--- src/rtl/mem_loader.sv ---
// Byte-stream program loader: writes mem while the core is held in reset.
// Optional readback verify is built only when MEM_LOADER_VERIFY_EN is defined.
module mem_loader #(
  parameter int ADDR_WIDTH = 16,
  parameter int DATA_WIDTH = 8
) (
  input  logic                  clk,
  input  logic                  reset_n,
  input  logic                  start,
  input  logic [ADDR_WIDTH-1:0] base_addr,
  input  logic [ADDR_WIDTH-1:0] length,
  input  logic                  s_valid,
  input  logic [DATA_WIDTH-1:0] s_data,
  output logic                  s_ready,
  output logic                  mem_we,
  output logic [ADDR_WIDTH-1:0] mem_addr,
  output logic [DATA_WIDTH-1:0] mem_din,
  input  logic [DATA_WIDTH-1:0] mem_dout,
  output logic                  core_reset_n,
  output logic                  busy,
  output logic                  done,
  output logic                  error,
  output logic [DATA_WIDTH-1:0] checksum
);

  typedef enum logic [2:0] {
    S_IDLE,
    S_LOAD,
`ifdef MEM_LOADER_VERIFY_EN
    S_VERIFY,
`endif
    S_DONE,
    S_ERROR
  } state_t;

  localparam logic [ADDR_WIDTH-1:0] ONE = 1;

  state_t                state_q, state_d;
  logic [ADDR_WIDTH-1:0] base_q, base_d;
  logic [ADDR_WIDTH-1:0] len_q, len_d;
  logic [ADDR_WIDTH-1:0] count_q, count_d;
  logic [DATA_WIDTH-1:0] csum_q, csum_d;
  logic                  accept;
  logic                  last;

`ifdef MEM_LOADER_VERIFY_EN
  logic [ADDR_WIDTH-1:0] vcount_q, vcount_d;
  logic [DATA_WIDTH-1:0] rsum_q, rsum_d;
  logic [DATA_WIDTH-1:0] rsum_next;
  assign rsum_next = rsum_q + mem_dout;
`else
  logic unused_dout;
  assign unused_dout = ^mem_dout;
`endif

  assign accept = (state_q == S_LOAD) && s_valid;
  assign last   = (count_q == len_q - ONE);

  // Next-state and datapath update for the load sequencer.
  always_comb begin
    state_d  = state_q;
    base_d   = base_q;
    len_d    = len_q;
    count_d  = count_q;
    csum_d   = csum_q;
`ifdef MEM_LOADER_VERIFY_EN
    vcount_d = vcount_q;
    rsum_d   = rsum_q;
`endif
    case (state_q)
      S_IDLE, S_DONE, S_ERROR: begin
        if (start) begin
          base_d  = base_addr;
          len_d   = length;
          count_d = '0;
          csum_d  = '0;
          state_d = (length == '0) ? S_DONE : S_LOAD;
        end
      end
      S_LOAD: begin
        if (accept) begin
          count_d = count_q + ONE;
          csum_d  = csum_q + s_data;
          if (last) begin
`ifdef MEM_LOADER_VERIFY_EN
            state_d  = S_VERIFY;
            vcount_d = '0;
            rsum_d   = '0;
`else
            state_d  = S_DONE;
`endif
          end
        end
      end
`ifdef MEM_LOADER_VERIFY_EN
      // Reads issue for vcount 0..len-1; data lands one cycle later,
      // so the final compare happens when vcount reaches len.
      S_VERIFY: begin
        vcount_d = vcount_q + ONE;
        if (vcount_q != '0) rsum_d = rsum_next;
        if (vcount_q == len_q)
          state_d = (rsum_next == csum_q) ? S_DONE : S_ERROR;
      end
`endif
      default: state_d = S_IDLE;
    endcase
  end

  // State and datapath registers; reset aborts any load in flight.
  always_ff @(posedge clk or negedge reset_n) begin
    if (!reset_n) begin
      state_q  <= S_IDLE;
      base_q   <= '0;
      len_q    <= '0;
      count_q  <= '0;
      csum_q   <= '0;
`ifdef MEM_LOADER_VERIFY_EN
      vcount_q <= '0;
      rsum_q   <= '0;
`endif
    end else begin
      state_q  <= state_d;
      base_q   <= base_d;
      len_q    <= len_d;
      count_q  <= count_d;
      csum_q   <= csum_d;
`ifdef MEM_LOADER_VERIFY_EN
      vcount_q <= vcount_d;
      rsum_q   <= rsum_d;
`endif
    end
  end

  // Memory port: writes go out the same cycle a byte is accepted.
  always_comb begin
    mem_addr = '0;
    if (state_q == S_LOAD) mem_addr = base_q + count_q;
`ifdef MEM_LOADER_VERIFY_EN
    if (state_q == S_VERIFY) mem_addr = base_q + vcount_q;
`endif
  end

  assign s_ready      = (state_q == S_LOAD);
  assign mem_we       = accept;
  assign mem_din      = accept ? s_data : '0;
  assign core_reset_n = (state_q == S_DONE);
  assign done         = (state_q == S_DONE);
  assign checksum     = csum_q;

`ifdef MEM_LOADER_VERIFY_EN
  assign busy  = (state_q == S_LOAD) || (state_q == S_VERIFY);
  assign error = (state_q == S_ERROR);
`else
  assign busy  = (state_q == S_LOAD);
  assign error = 1'b0;
`endif

endmodule

--- config.mk ---
export PLATFORM = sky130hd
export DESIGN_NAME = mem_loader
export DESIGN_NICKNAME = d
export VERILOG_FILES = /design/src/rtl/mem_loader.sv
export SDC_FILE = /design/constraint.sdc
export NUM_CORES = 1
export LEC_CHECK = 0
export CORE_ASPECT_RATIO = 0.8
export CORE_UTILIZATION = 40
export DETAILED_ROUTE_END_ITERATION = 10
export PLACE_DENSITY = 0.72
export SYNTH_ARGS = -nofsm -noshare
export SYNTH_HDL_FRONTEND = slang
export SYNTH_SLANG_ARGS = --single-unit
--- constraint.sdc ---
create_clock -name clk -period 3.15 [get_ports clk]
set_input_delay 0.63 -clock clk [delete_from_list [all_inputs] [get_ports clk]]
set_output_delay 0.63 -clock clk [all_outputs]
set_load 0.05 [all_outputs]
## Yosys cells after proc, flatten, opt, wreduce, memory -nomap -nowiden

Cells that the tools add are included.

| word-level totals | value |
|---|---|
| register bits | 59 |
| bits in latches | 0 |
| RAM bits | 0 |
| bits in read-only memories | 0 |
| input port bits | 52 |
| output and inout port bits | 38 |
| logic and storage cells | 37 |
| memories kept | 0 |

| cells by class | value |
|---|---|
| $add $sub $neg | 4 |
| $mul | 0 |
| divide/modulo/power cells | 0 |
| order comparisons | 0 |
| eq/ne operators | 7 |
| shift operators | 0 |
| mux-type cells | 13 |
| bitwise operators | 0 |
| reduce and logical (&&, ||, !) cells | 8 |

Operators with widths:

| cell | count |
|---|---|
| 2-to-1 mux 16 bit | 3 |
| case mux 16 bit (2 select lines) | 1 |
| 2-to-1 mux 8 bit | 3 |
| adder 16 x 1 -> 16 bit, second input constant | 1 |
| adder 16 bit | 1 |
| == test 16 bit | 1 |
| zero test 16 bit | 1 |
| case mux 8 bit (2 select lines) | 1 |
| subtractor 16 x 1 -> 16 bit, second input constant | 1 |
| 2-to-1 mux 3 bit | 3 |
| adder 8 bit | 1 |
| == test 3 x 2 -> 1 bit, second input constant | 2 |
| case mux 3 bit (2 select lines) | 1 |
| AND reduction 3 bit | 2 |
| inequality test 2 x 1 -> 1 bit, second input constant | 2 |
| == test 3 x 1 -> 1 bit, second input constant | 1 |
| zero test 3 bit | 1 |
| OR reduction 3 bit | 1 |
| 2-to-1 mux 2 bit | 1 |
| inequality test 2 bit, second input constant | 1 |
| AND reduction 2 bit | 1 |
| nonzero test 2 bit | 1 |
| logical AND 1 bit | 1 |

## Logic depth before layout (Yosys ltp)

Gate-level depths: netlist (run 1).

| logic depth | value |
|---|---|
| depth after elaboration | 5 |
| gate-level depth with buffers | 9 |
| depth with buffers taken out | 9 |

## Least setup slack after synthesis (run 1)

No wires, ideal clock.

| timing | value |
|---|---|
| path kind | flip-flop to output port |
| start | reg count_q[1] |
| end | out mem_addr[15] |
| arrival time | 2850 ps |
| slack | -330 ps |
| cell stages (with the launch flop) | 9 |
| cells stage by stage | dfrtp_1 -> ha_1 -> a21o_1 -> a21oi_1 -> o21ai_0 -> and4_1 -> o211ai_1 -> nand2_1 -> o21ai_0 |

| between the ends | value |
|---|---|
| longest elaborated chain between the ends | 2 |

RTL lines:

| what | line | source |
|---|---|---|
| from (decl) | 41 | `logic [ADDR_WIDTH-1:0] count_q, count_d;` |
| from (signal assigned) | 125 | `count_q <= count_d;` |
| adder 16 bit | 137 | `if (state_q == S_LOAD) mem_addr = base_q + count_q;` |
| 2-to-1 mux 16 bit | 137 |  |
| to (decl) | 16 | `output logic [ADDR_WIDTH-1:0] mem_addr,` |

No other way between the ends.

## Final worst setup path (run 1)

| timing | value |
|---|---|
| start | reg base_q[0] |
| end | out mem_addr[14] |

| between the ends | value |
|---|---|
| longest elaborated chain between the ends | 2 |

RTL lines:

| what | line | source |
|---|---|---|
| from (decl) | 39 | `logic [ADDR_WIDTH-1:0] base_q, base_d;` |
| from (signal assigned) | 123 | `base_q <= base_d;` |
| adder 16 bit | 137 |  |
| 2-to-1 mux 16 bit | 137 |  |

No other way between the ends.

==> flow_summary.ini, run 1 <==
[sta]
max_freq_mhz = 305
period_minus_slack_ps = 3280
drv_slew = 0
worstMarginPinSlew_ps = 1050
hold_viol = 0
fin_crit_sh = 1.04
rsz0062_at_grt = true
relSlewSlack = 0.298
finalSetupViolCount = 3
fin_hold_ws_ps = 490
setup_ws_ps = -133
worst_clock_skew_ps = 5.89
finalSetupTns_ps = -302

[flow_run]
max_cap_viol_count = 0

[cts]
cts_buffer_depth = 2
clk_latency_ps = 330
root_buffer = clkbuf_16
cts_sinks = 58
cts_tree = built
clkSlewWorstSetupHoldPaths_ps = 60
cts.htree.levels = 3
cts_made_buffers = 9

[route]
first_iter_violations = 308
vias = 3852
dr.pass1.iters = 5
vias_per_cell = 5.34
totalWireLength_um = 10900
drt_drc_violations_left = 0
routedWlPerCell_um = 15.2
antenna_left = 0

[power_and_ir_drop]
p_switching_mw = 2.54
ir_drop_mv = 0.527
power-per-cell-area_nw_per_um2 = 973
leakagePower_nw = 2.69
pwr-share-clk = 0.189
p_seq_frac = 0.236
total_power_mw = 5.59
p_sw_frac = 0.455
p_comb_frac = 0.576
internal-power_mw = 3.04

[synth]
avgSynthCellArea_sq_um = 8.37
yosys.area.top_type = dfrtp_1
synth.top_cell.area_share = 0.356
yosysUniqueCellTypes = 58
synth_warnings = 0
syn_nets = 565
synth_common_cells = 119 x nand2_1, 58 x dfrtp_1, 32 x nor2_1
synthCells = 487
async_reset_ff_frac = 1.00
seq_area_frac_synth = 0.356
synth.most_common_cell = nand2_1
ys_seq_elements = 58
synth_ff_type = dfrtp_1
synth_edf_count = 0
synthTopCellsByArea = dfrtp_1 36%, nand2_1 11%, ha_1 7.4%
syn_area_sq_um = 4080

[setup_path]
cp.required_ps = 2520
critPathKind = register to primary output
cp-start-kind = register
end_kind = primary output
cp_max_fo = 2
arrival_ps = 2650

[global_routing]
grt_max_degree = 47
antenna_found_initial = 0
gr-usage-met2 = 0.343
grt_util_met1 = 0.293
use_met3 = 0.0661
grt_remaining_overflow = 0
grt_pass1_vias = 3794
gr-usage-all-layers = 0.219
grt_busiest_layer = met2
grt_first_pass_wirelength_um = 18100

[place]
dp_hpwl_um = 8100
port_buffers = 80
place_area_sq_um = 5350
gp_congestion = 0.876
dp_slack_ps = 35.8

[status]
status = finished, violations left
violations = setup timing

[finish]
area_delta_synth_final_pct = 40.9
drive_above_1_share = 0.159
nets = 659
finish.instance_area_sq_um = 5750
diodes = 0

[floorplan]
core-area_sq_um = 9770
die_area_sq_um = 10600
floorplan.initialDensity = 0.417
die_h_um = 92.3
ioPinCount = 90
num_rows = 32
fp.dieW_um = 115

[min_path]
hp-class = register to register
cell families after synthesis:
logic type / Yosys count / synth area share
and+or+nand+nor: 230 / 0.274
AOI/OAI and AO/OA: 94 / 0.150
DFF: 58 / 0.356
xor gates and xnor gates: 39 / 0.0838
buffers and inverters: 32 / 0.0331
adders and majority gates: 26 / 0.0835
muxes: 7 / 0.0184
other: 1 / 0.000920
stage by stage:
stage | std cells | utilization
after detailed placement | 701 | 0.547
after CTS | 721 | 0.586
final | 722 | 0.588
after global routing | 722 | 0.588
after floorplan | 487 | -
after global placement | 701 | 0.547
worst max-delay path: stages (launching register included):
cell	delay, ps
dfrtp_1	380
ha_2	200
fa_2	330
a21o_1	170
a21oi_2	150
o21bai_1	100
o21ba_2	230
o211ai_1	220
and3_1	190
o21a_1	190
buf_12	160
power by group through the flow:
stage / clock network [mW] / logic (mW) / registers (mW)
4_1_cts: 1.07 / 3.22 / 1.30
3_3_place_gp: 0 / 3.09 / 1.30
2_1_floorplan: 0 / 1.95 / 1.37
5_1_grt: 1.10 / 3.48 / 1.35
3_5_place_dp: 0 / 3.16 / 1.31
6_report: 1.05 / 3.22 / 1.32
layout by cell type, fill, tap and decap left out, drive strengths merged, types with 2 or more instances in the layout:
master and n:
buf 49, o21ai 30, dfrtp 58, nand3 8
and2 3, nor4 8, xor2 17, o21bai 5
clkdlybuf4s50 53, fa 2, nand2 119, ha 24
and4 3, a21oi 19, or3 6, inv 13
clkinv 4, nor3b 2, or2 4, nor2 32
mux2i 6, o21a 4, bufinv 2, nand2b 2
o211ai 5, o32ai 2, a22o 3, a211oi 3
nor2b 3, and3 16, nand3b 2, nand4 7
clkbuf 10, xnor2 22, a21o 10, a32oi 2
a211o 2, nor4b 3, nor3 9, a31oi 2
flip-flops by register name (all words and copies together), names as in the netlist:
name      flops
state_q       2
base_q       16
len_q        16
count_q      16
checksum      8
timing repair:
item / in CTS / in global routing
endpoints found under the setup margin: 7 / 10
pin swaps: 9 / 13
resized for setup: 7 / 5
setup buffers: 4 / 1
hold buffers: 0 / 0
final cells by class:
class | instances | area, sq um
Multi-Input combinational cell | 397 | 2560
Timing Repair Buffer | 102 | 1200
Fill cell | 858 | 4020
Sequential cell | 58 | 1450
Inverter | 13 | 48.8
Clock buffer | 10 | 239
Tap cell | 136 | 170
Clock inverter | 6 | 80.1
worst paths after layout:
kind | start | to | slack, ps | cells past startpoint
max | base_q[0] | mem_addr[14] | -130 | 10
min reg2reg | base_q[6] | base_q[6] | 490 | 2
max reg2reg | len_q[0] | state_q[0] | 340 | 9
min in group asynchronous | reset_n | base_q[7] | 500 | 1
max in group asynchronous | reset_n | len_q[11] | 1880 | 2
min | base_q[6] | base_q[6] | 490 | 2
per-layer routing:
| layer | vias to the layer above | share of wire |
|---|---|---|
| met5 | - | 0 |
| met4 | 0 | 0.011 |
| met3 | 12 | 0.083 |
| met2 | 137 | 0.44 |
| met1 | 1820 | 0.46 |
| li1 | 1883 | - |
(Power assumes the default switching activity.)
==> run 2, diff against run 1 <==
PLACE_DENSITY = 0.69   (was 0.72)
clock period = 4.1 ns   (was 3.15 ns; I/O delays follow)
==> run 2 against run 1 <==
  * The flow now finishes without violations
  * Highest routed layer unchanged
  * Largest cell class unchanged
  * Critical path depth did not move
  * Largest power group unchanged
  * Utilization fell by 4.6 points
  * Critical path type unchanged
  * Non-clock buffer count decreased by 15
  * Critical endpoint unchanged
==> flow_summary.ini, run 2 (synthesis results as in run 1) <==
[sta]
max_freq_mhz = 267
fin_crit_sh = 0.914
hold_viol = 0
relSlewSlack = 0.475
rsz0062_at_grt = false
period_minus_slack_ps = 3750
worst_clock_skew_ps = 6.80
drv_slew = 0
finalSetupTns_ps = 0
setup_ws_ps = 352
worstMarginPinSlew_ps = 788
finalSetupViolCount = 0

[finish]
nets = 644
register_area_sq_um = 1450
top_regs = base_q (16), count_q (16), len_q (16)
final_common_cell = nand2_1
fill_cells = 951
multiInputGateArea_sq_um = 2490
drive_above_1_share = 0.0719
diodes = 0
finish.instance_area_sq_um = 5300
area_delta_synth_final_pct = 30.0
final_cell_mix = 119 x nand2_1, 68 x clkdlybuf4s50_1, 58 x dfrtp_1, 32 x nor2_1, 29 x o21ai_0

[power_and_ir_drop]
power-per-cell-area_nw_per_um2 = 737
ir_drop_mv = 0.353
leakagePower_nw = 2.55

[place]
dp_hpwl_um = 7880
port_buffers = 80
place_area_sq_um = 4990
gp_congestion = 0.850
dp_slack_ps = 368

[cts]
cts.htree.levels = 3
cts_tree = built
clkSlewWorstSetupHoldPaths_ps = 50
cts_hold_buf = 0
cts_resized = 0
post_cts_buffers = 0
clk_latency_ps = 330
root_buffer = clkbuf_16
cts_sinks = 58
cts_buffer_depth = 2
cts_made_buffers = 9

[setup_path]
r2r_cells = 9
critPathKind = register to primary output
cp_max_fo = 7
crit_start = count_q[0]
end_kind = primary output
r2r-end = state_q[0]
cp-start-kind = register
rrSetupSlack_ps = 1280
arrival_ps = 2930
cp.required_ps = 3280
r2r_start = len_q[0]
crit_end = mem_addr[14]

[global_routing]
grt_remaining_overflow = 0
grt_first_pass_wirelength_um = 17500
gr-usage-all-layers = 0.212
antenna_found_initial = 0
grt_pass1_vias = 3608
grt_max_degree = 40

[floorplan]
num_rows = 32
die_area_sq_um = 10600
fp.dieW_um = 115
floorplan.initialDensity = 0.417
ioPinCount = 90
die_h_um = 92.3
core-area_sq_um = 9770

[min_path]
hp-class = register to register

[route]
vias_per_cell = 5.37
totalWireLength_um = 10600
antenna_left = 0
vias = 3794
dr.pass1.iters = 5
drt_drc_violations_left = 0
routedWlPerCell_um = 15.0
first_iter_violations = 206

[flow_run]
max_cap_viol_count = 0

[status]
status = completed
run 2: routing by layer:
layer | vias to the layer above | GRT usage | part of all wire
met2 | 142 | 0.331 | 0.45
met4 | 0 | 0.0671 | 0.014
li1 | 1856 | - | -
met3 | 14 | 0.0517 | 0.072
met1 | 1782 | 0.289 | 0.47
met5 | - | 0 | 0
run 2: power by group:
group          leakage, nW  internal, mW  switching [mW]  total (mW)
clock network        0.140         0.481           0.270       0.751
logic                 1.66         0.789            1.35        2.14
registers            0.745         0.778           0.236        1.01
total                 2.55          2.05            1.86        3.90
run 2: per-stage QoR:
| step | instances | power [mW] | hold WS [ps] | utilization |
|---|---|---|---|---|
| CTS | 706 | 3.92 | 484 | 0.541 |
| global placement | 691 | 3.10 | 474 | 0.511 |
| floorplan | 487 | 2.53 | 452 | - |
| detailed placement | 691 | 3.16 | 469 | 0.511 |
| global route | 706 | 4.17 | 520 | 0.543 |
| finish | 706 | 3.90 | 476 | 0.543 |
run 2: worst min-delay path by stage:
stage | from | slack, ps | endpoint | cells past startpoint
after global placement | base_q[0] | 470 | base_q[0] | 2
after CTS | base_q[3] | 480 | base_q[3] | 2
after global routing | base_q[0] | 520 | base_q[0] | 2
after detailed placement | base_q[3] | 470 | base_q[3] | 2
after floorplan | base_q[0] | 450 | base_q[0] | 2
final | base_q[3] | 480 | base_q[3] | 2
run 2: layout make-up:
type,instances,area share
flip-flops and latches,58,0.274
repair buffers,87,0.160
inverters,13,0.00921
well taps,136,0.0321
clock inverters,5,0.0104
multi-input cells,397,0.470
clock buffers,10,0.0451
run 2: critical path, cell delays in order, from the launching register on:
cell	delay, ps
dfrtp_1	450
ha_1	250
fa_1	400
a21o_1	170
a21oi_1	230
o21bai_1	120
o21ba_2	210
o211ai_1	220
and3_1	190
o21a_1	140
buf_4	200
